### src/rtl/ll_head_table.sv
// ll_head_table -- linked-list head register with a write port and a
// latency-2 read request/response port.
//
// Contents of this file (compile order):
//   package linked_list   : HEAD_PTR_WIDTH
//   interface head_table_if: write port (master = list-update engine,
//                            slave = this block)
//   module ll_head_table   : the head register and read FSM
//
// Ports of ll_head_table:
//   clk_i, rst_i         clock, asynchronous active-high reset
//   head_table           head_table_if.slave: wr_data_ptr, wr_data_ptr_val, wr_en
//   rd_req_i             read request
//   rd_req_ready_o       request can be accepted (FSM idle)
//   rd_valid_o           response valid
//   rd_ready_i           response consumed
//   rd_ptr_o             head pointer in the response
//   rd_ptr_val_o         head-valid flag in the response
//   head_upd_o           one-cycle pulse after each write
//   wr_cnt_o, rd_cnt_o   saturating write / accepted-read counters
//
// Build option: define LL_HEAD_TABLE_STATS_EN to build the counters;
// otherwise wr_cnt_o / rd_cnt_o are tied to 0.

package linked_list;
    parameter int HEAD_PTR_WIDTH = 8;
endpackage

interface head_table_if;
    logic [linked_list::HEAD_PTR_WIDTH-1:0] wr_data_ptr;
    logic                                   wr_data_ptr_val;
    logic                                   wr_en;

    modport master (output wr_data_ptr, output wr_data_ptr_val, output wr_en);
    modport slave  (input  wr_data_ptr, input  wr_data_ptr_val, input  wr_en);
endinterface

module ll_head_table
    import linked_list::*;
(
    input  logic                      clk_i,
    input  logic                      rst_i,
    head_table_if.slave               head_table,
    input  logic                      rd_req_i,
    output logic                      rd_req_ready_o,
    output logic                      rd_valid_o,
    input  logic                      rd_ready_i,
    output logic [HEAD_PTR_WIDTH-1:0] rd_ptr_o,
    output logic                      rd_ptr_val_o,
    output logic                      head_upd_o,
    output logic [15:0]               wr_cnt_o,
    output logic [15:0]               rd_cnt_o
);

    typedef enum logic [1:0] {
        IDLE = 2'd0,
        PIPE = 2'd1,
        RESP = 2'd2
    } state_t;

    state_t state_q, state_d;

    logic [HEAD_PTR_WIDTH-1:0] head_ptr;
    logic                      head_val;
    logic [HEAD_PTR_WIDTH-1:0] snap_ptr;
    logic                      snap_val;
    logic                      head_upd;
    logic                      accept;

    // An invalid head is always stored with a zero pointer so the response
    // never leaks stale pointer bits.
    logic [HEAD_PTR_WIDTH-1:0] wr_ptr_eff;
    assign wr_ptr_eff = head_table.wr_data_ptr_val ? head_table.wr_data_ptr
                                                   : '0;

    // ---------------- head register ----------------
    always_ff @(posedge clk_i or posedge rst_i) begin
        if (rst_i) begin
            head_ptr <= '0;
            head_val <= 1'b0;
        end else if (head_table.wr_en) begin
            head_ptr <= wr_ptr_eff;
            head_val <= head_table.wr_data_ptr_val;
        end
    end

    always_ff @(posedge clk_i or posedge rst_i) begin
        if (rst_i) head_upd <= 1'b0;
        else       head_upd <= head_table.wr_en;
    end

    assign head_upd_o = head_upd;

    // ---------------- read FSM ----------------
    always_ff @(posedge clk_i or posedge rst_i) begin
        if (rst_i) state_q <= IDLE;
        else       state_q <= state_d;
    end

    always_comb begin
        state_d        = state_q;
        accept         = 1'b0;
        rd_req_ready_o = 1'b0;
        rd_valid_o     = 1'b0;
        rd_ptr_o       = '0;
        rd_ptr_val_o   = 1'b0;
        unique case (state_q)
            IDLE: begin
                rd_req_ready_o = 1'b1;
                if (rd_req_i) begin
                    accept  = 1'b1;
                    state_d = PIPE;
                end
            end
            PIPE: state_d = RESP;
            RESP: begin
                rd_valid_o   = 1'b1;
                rd_ptr_o     = snap_ptr;
                rd_ptr_val_o = snap_val;
                if (rd_ready_i) state_d = IDLE;
            end
            default: state_d = IDLE;
        endcase
    end

    // Snapshot at acceptance with write-first forwarding; later writes
    // leave the pending response untouched.
    always_ff @(posedge clk_i or posedge rst_i) begin
        if (rst_i) begin
            snap_ptr <= '0;
            snap_val <= 1'b0;
        end else if (accept) begin
            if (head_table.wr_en) begin
                snap_ptr <= wr_ptr_eff;
                snap_val <= head_table.wr_data_ptr_val;
            end else begin
                snap_ptr <= head_ptr;
                snap_val <= head_val;
            end
        end
    end

    // ---------------- statistics ----------------
`ifdef LL_HEAD_TABLE_STATS_EN
    logic [15:0] wr_cnt;
    logic [15:0] rd_cnt;

    // Both counters saturate at all-ones rather than wrapping.
    always_ff @(posedge clk_i or posedge rst_i) begin
        if (rst_i) begin
            wr_cnt <= '0;
            rd_cnt <= '0;
        end else begin
            if (head_table.wr_en && (wr_cnt != 16'hFFFF))
                wr_cnt <= wr_cnt + 16'd1;
            if (accept && (rd_cnt != 16'hFFFF))
                rd_cnt <= rd_cnt + 16'd1;
        end
    end

    assign wr_cnt_o = wr_cnt;
    assign rd_cnt_o = rd_cnt;
`else
    assign wr_cnt_o = 16'd0;
    assign rd_cnt_o = 16'd0;
`endif

endmodule

### src/flat_wrapper.sv
// flat-port wrapper written by rule: the top's interface ports become plain ports
module ll_head_table_flat import linked_list::*;
  (clk_i, rst_i, rd_req_i, rd_req_ready_o, rd_valid_o, rd_ready_i, rd_ptr_o, rd_ptr_val_o, head_upd_o, wr_cnt_o, rd_cnt_o, head_table_wr_data_ptr, head_table_wr_data_ptr_val, head_table_wr_en);
  head_table_if head_table_i ();
  input  logic clk_i;
  input  logic rst_i;
  input  logic rd_req_i;
  output logic rd_req_ready_o;
  output logic rd_valid_o;
  input  logic rd_ready_i;
  output logic [HEAD_PTR_WIDTH-1:0] rd_ptr_o;
  output logic rd_ptr_val_o;
  output logic head_upd_o;
  output logic [15:0] wr_cnt_o;
  output logic [15:0] rd_cnt_o;
  input wire logic [$bits(head_table_i.wr_data_ptr)-1:0] head_table_wr_data_ptr;
  input wire logic [$bits(head_table_i.wr_data_ptr_val)-1:0] head_table_wr_data_ptr_val;
  input wire logic [$bits(head_table_i.wr_en)-1:0] head_table_wr_en;
  assign head_table_i.wr_data_ptr = head_table_wr_data_ptr;
  assign head_table_i.wr_data_ptr_val = head_table_wr_data_ptr_val;
  assign head_table_i.wr_en = head_table_wr_en;
  ll_head_table u_core (.clk_i(clk_i), .rst_i(rst_i), .head_table(head_table_i), .rd_req_i(rd_req_i), .rd_req_ready_o(rd_req_ready_o), .rd_valid_o(rd_valid_o), .rd_ready_i(rd_ready_i), .rd_ptr_o(rd_ptr_o), .rd_ptr_val_o(rd_ptr_val_o), .head_upd_o(head_upd_o), .wr_cnt_o(wr_cnt_o), .rd_cnt_o(rd_cnt_o));
endmodule
### config.mk
export PLATFORM = sky130hd
export DESIGN_NAME = ll_head_table_flat
export DESIGN_NICKNAME = d
export VERILOG_FILES = /design/src/rtl/ll_head_table.sv /design/src/flat_wrapper.sv
export SDC_FILE = /design/constraint.sdc
export NUM_CORES = 1
export LEC_CHECK = 0
export BUFFER_PORTS_ARGS = -buffer_cell sky130_fd_sc_hd__buf_2
export CAP_MARGIN = 15
export CORE_ASPECT_RATIO = 0.6
export CORE_MARGIN = 4
export CORE_UTILIZATION = 40
export CTS_BUF_LIST = sky130_fd_sc_hd__clkbuf_4 sky130_fd_sc_hd__clkbuf_8 sky130_fd_sc_hd__clkbuf_16
export DETAILED_ROUTE_END_ITERATION = 10
export PLACE_DENSITY = 0.7
export SLEW_MARGIN = 30
export SYNTH_ARGS = -nofsm -noshare
export SYNTH_HDL_FRONTEND = slang
export SYNTH_SLANG_ARGS = --single-unit
### constraint.sdc
create_clock -name clk_i -period 1.5 [get_ports clk_i]
set_clock_uncertainty 0.15 [all_clocks]
set_input_delay 0 -clock clk_i [delete_from_list [all_inputs] [get_ports clk_i]]
set_output_delay 0 -clock clk_i [all_outputs]
set_load 0.005 [all_outputs]
Yosys cells after proc, flatten, opt, wreduce, memory -nomap -nowiden
Cells that the tools add are included.
{"block": "word_totals", "ff_bits": 21, "latchBits": 0, "ramBits": 0, "romBits": 0, "in_bits": 14, "output_inout_bits": 44, "word_cells": 24, "memories": 0}
{"block": "classes", "addsub": 0, "mul": 0, "n_div": 0, "magnitude_cmp": 0, "n_eq_ne": 4, "n_shift": 0, "muxes": 12, "bitwise": 0, "n_reduce_logical": 2}
{"cell": "$mux W8", "count": 3}
{"cell": "$mux W1", "count": 6}
{"cell": "$pmux W2 S3", "count": 1}
{"cell": "$mux W2", "count": 2}
{"cell": "$ne A2 B2 Y1 const B", "count": 2}
{"cell": "$eq A2 B1 Y1 const B", "count": 1}
{"cell": "$eq A2 B2 Y1 const B", "count": 1}
{"cell": "$logic_not A2 Y1", "count": 1}
{"cell": "$reduce_and A2 Y1", "count": 1}

Longest topological paths before layout
{"block": "logic_depth", "ltp_word": 3, "depth_mapped": 4, "depth_no_buf": 3}

Least setup slack after synthesis
No wires, ideal clock.
{"block": "synth_path", "path_kind": "register to register", "startpoint": "register u_core.state_q[0]", "endpoint": "register u_core.snap_ptr[4]", "setup_time_ns": 0.125, "t_arrival_ns": 1.098, "required_time_ns": 1.225, "path_slack_ns": 0.127, "path_stages_with_launch": 3, "n_path_buf": 0, "period_less_slack_ns": 1.373, "cell_sequence": "dfrtp_1 -> nor3b_4 -> mux2_2"}
{"block": "synth_via", "elab_chain_cells": 2}
{"item": "start, declared", "line": "ll_head_table.sv:61", "text": "state_t state_q, state_d;"}
{"item": "start signal, assigned", "line": "ll_head_table.sv:97", "text": "else state_q <= state_d;"}
{"item": "$logic_not A2 Y1", "line": "ll_head_table.sv:107", "text": "unique case (state_q)"}
{"item": "$mux W1", "line": "ll_head_table.sv:107"}
{"item": "end signal, assigned", "line": "ll_head_table.sv:134", "text": "snap_ptr <= wr_ptr_eff;"}
{"item": "end signal, assigned", "line": "ll_head_table.sv:137", "text": "snap_ptr <= head_ptr;"}
{"item": "end, declared", "line": "ll_head_table.sv:65", "text": "logic [HEAD_PTR_WIDTH-1:0] snap_ptr;"}
Every way passes these cells.
A chain may end at the register's enable or synchronous reset.

Final worst setup path
{"block": "layout_path", "startpoint": "input port head_table_wr_en", "endpoint": "register u_core.head_ptr[4]"}
{"block": "layout_via", "elab_chain_cells": 1}
{"item": "start, declared", "line": "flat_wrapper.sv:18", "text": "input wire logic [$bits(head_table_i.wr_en)-1:0] head_table_wr_en;"}
{"item": "$mux W8"}
{"item": "end signal, assigned", "line": "ll_head_table.sv:82", "text": "head_ptr <= wr_ptr_eff;"}
{"item": "end, declared", "line": "ll_head_table.sv:63", "text": "logic [HEAD_PTR_WIDTH-1:0] head_ptr;"}
Every way passes these cells.

==> qor.yml <==
status: "complete, no violations"
worst-r2r-cell-count: 4
synth-async-reset-ratio_pct: 100
grt_pass1_wl_mm: 3.29
worst_pin_slew_ns: 0.784
syn_area_per_cell_um2: 9.77
worst_ep_required_time_ns: 1.55
p_leak_nw: 0.721
fin_crit_sh_pct: 97.4
rsz0062_at_grt: "no"
path_max_fanout: 12
cap_violations: 0
drt-pass1-iter-count: 2
numCtsBuffers: 3
syn-cell-area_um2: 1130
antenna_left: 0
routed_via_density: 4.13
setup_tns_ns: 0
io_pins: 58
die_y_um: 49.2
worst_hold_startpoint: "rd_req_i"
antenna_found_initial: 0
track_usage_pct: 11.1
initial_core_util_pct: 43.4
drt_iter0_markers: 16
crit_start: "head_table_wr_en"
grt_pass1_vias: 666
dr_total_vias: 772
ys_seq_area_share_pct: 46.4
critPathMaxStageDelay_ns: 0.58
max_freq_mhz: 684
reg2reg_from: "u_core.state_q[0]"
slowest_stage: "dlygate4sd3_1"
ir_drop_v: 0.000547
hold_viol_final: 0
cts_tree: "done"
cpMostUsedCell: "dlygate4sd3_1"
clock_latency_ns: 0.26
clk_pin_slew_worst_paths_ns: 0.07
wl_mm: 2.11
synthCells: 116
slew_viol_final: 0
port-buffer-count: 25
rows: 14
cts_max_path_buffers: 2
path_buf_inv: 3
drc_errors: 0
fill_cells: 241
start_kind: "input port"
min_path_cells: 3
gp_congestion: 0.656
path_depth: 4
core_area_um2: 2610
finish.instance_area_um2: 1350
dieArea_um2: 3780
drive_above_1_share_pct: 24.5
synth.distinct_cells: 18
dpl_cell_area_um2: 1160
ys_seq_elements: 21
period_needed_ns: 1.46
synth_edf_count: 0
cts_root_buffer: "clkbuf_8"
cp_top_family: "buffers and inverters"
slew_headroom_pct: 47.7
htreeDepth: 1
area_growth_pct: 18.7
critical_path.cell_chain: "dlygate4sd3_1 -> buf_4 -> o21ai_0 -> dlygate4sd3_1"
hold_class: "in -> reg"
path_class: "in -> reg"
die_x_um: 76.7
nets: 170
grt_max_degree: 22
hpwlAfterDp_mm: 1.60
wl_per_cell_um: 11.3
synthFlopType: "dfrtp_1"
p_per_area_nw_per_um2: 1330
num_antenna_cells: 0
setup-violations-final: 0
crit_path_end_kind: "flop"
synth_warnings: 0
hold_ws_ns: 0.0492
cts_sinks: 21
cp.arrival_ns: 1.51
overflow: 0
[path summary, 6_finish.rpt]
kind	to	slack [ns]
setup / recovery	u_core.head_ptr[4]	0.04
hold / removal	u_core.state_q[0]	0.05
setup reg to reg	u_core.snap_ptr[3]	0.14
hold reg to reg	u_core.head_ptr[2]	0.32
max in group asynchronous	u_core.head_ptr[6]	0.43
min in group asynchronous	u_core.snap_val	0.27
[state kept, by name, summed over array words and instances, names as in the netlist]
name and cells:
u_core.head_upd_o 1, u_core.snap_ptr 8, u_core.state_q 2, u_core.snap_val 1
u_core.head_val 1, u_core.head_ptr 8
[cell usage after synthesis (2+ instances only)]
master     n  area share (%)
mux2_2     3             3.0
and2_1    10             5.5
nor2_1     8             2.6
buf_4     32              21
o21ai_0    2            0.88
nand2_1   14             4.6
buf_2      2            0.88
nand2b_1   8             4.4
a31oi_2    2             2.2
a31oi_1    5             2.8
dfrtp_1   21              46
inv_1      3            0.99
[cells by family after synthesis]
kind of cell           count (synthesis)  synth area share [%]
and+or+nand+nor                       43                  20.1
other                                  1                 0.331
buffers and inverters                 39                  24.4
AOI/OAI and AO/OA                      9                  5.85
DFF                                   21                  46.4
muxes                                  3                  2.98
[metrics by stage]
step	std cells	utilization, %	worst slack, ns	power [mW]
final	187	51.5	0.0390	1.79
after global routing	187	51.5	0.00810	1.94
after CTS	187	51.4	0.0358	1.81
after floorplan	147	-	0.127	1.27
after detailed placement	170	44.6	0.143	1.42
after global placement	170	44.6	0.208	1.39
[worst register-to-register path, cell delays in order, from the launching register on]
cell     delay, ns
dfrtp_1       0.43
nor3b_4       0.29
buf_4         0.21
nor2_1        0.05
a31oi_1       0.16
[cell usage in the layout (no fill, tap or decap)]
master | netlist | layout
conb_1 | 1 | 32
buf_2 | 2 | 24
dfrtp_1 | 21 | 21
nand2_1 | 14 | 14
dlygate4sd3_1 | 0 | 13
and2_1 | 10 | 10
nor2_1 | 8 | 8
nand2b_1 | 8 | 8
a31oi_1 | 5 | 5
inv_1 | 3 | 3
mux2_2 | 3 | 3
clkbuf_8 | 0 | 3
buf_4 | 32 | 3
a31oi_2 | 2 | 2
o21ai_0 | 2 | 2
nor3b_4 | 1 | 1
nand3_1 | 1 | 1
and2b_4 | 0 | 1
clkinv_2 | 0 | 1
[cell type report]
class	count	area, um^2	area share, %
clock buffer	3	41.3	3.07
sequential	21	526	39.1
tap	32	40.0	2.98
clock inverter	1	5.00	0.372
timing repair buffer	40	273	20.3
inverter	3	11.3	0.837
multi-input combinational	87	449	33.4
[where the power goes]
part | internal (mW) | leakage, nW | switching [mW] | total, mW
combinational | 0.314 | 0.437 | 0.286 | 0.600
clock | 0.185 | 0.0255 | 0.174 | 0.358
sequential | 0.733 | 0.259 | 0.0985 | 0.832
total | 1.23 | 0.721 | 0.558 | 1.79
[repair_timing]
item	in CTS	in global routing
gates resized for setup	0	3
endpoints found under the setup margin	0	2
hold endpoints to repair	39	0
hold buffers	13	0
buffers inserted	0	0
[metal layers]
layer / global-route usage, % / vias up / part of all wire (%)
met4: 2.71 / 0 / 0.38
met2: 18.6 / 30 / 50
li1: - / 378 / -
met3: 4.24 / 2 / 8.0
met1: 13.5 / 362 / 41
met5: 0 / - / 0
Power figures use the tool's default switching activity.
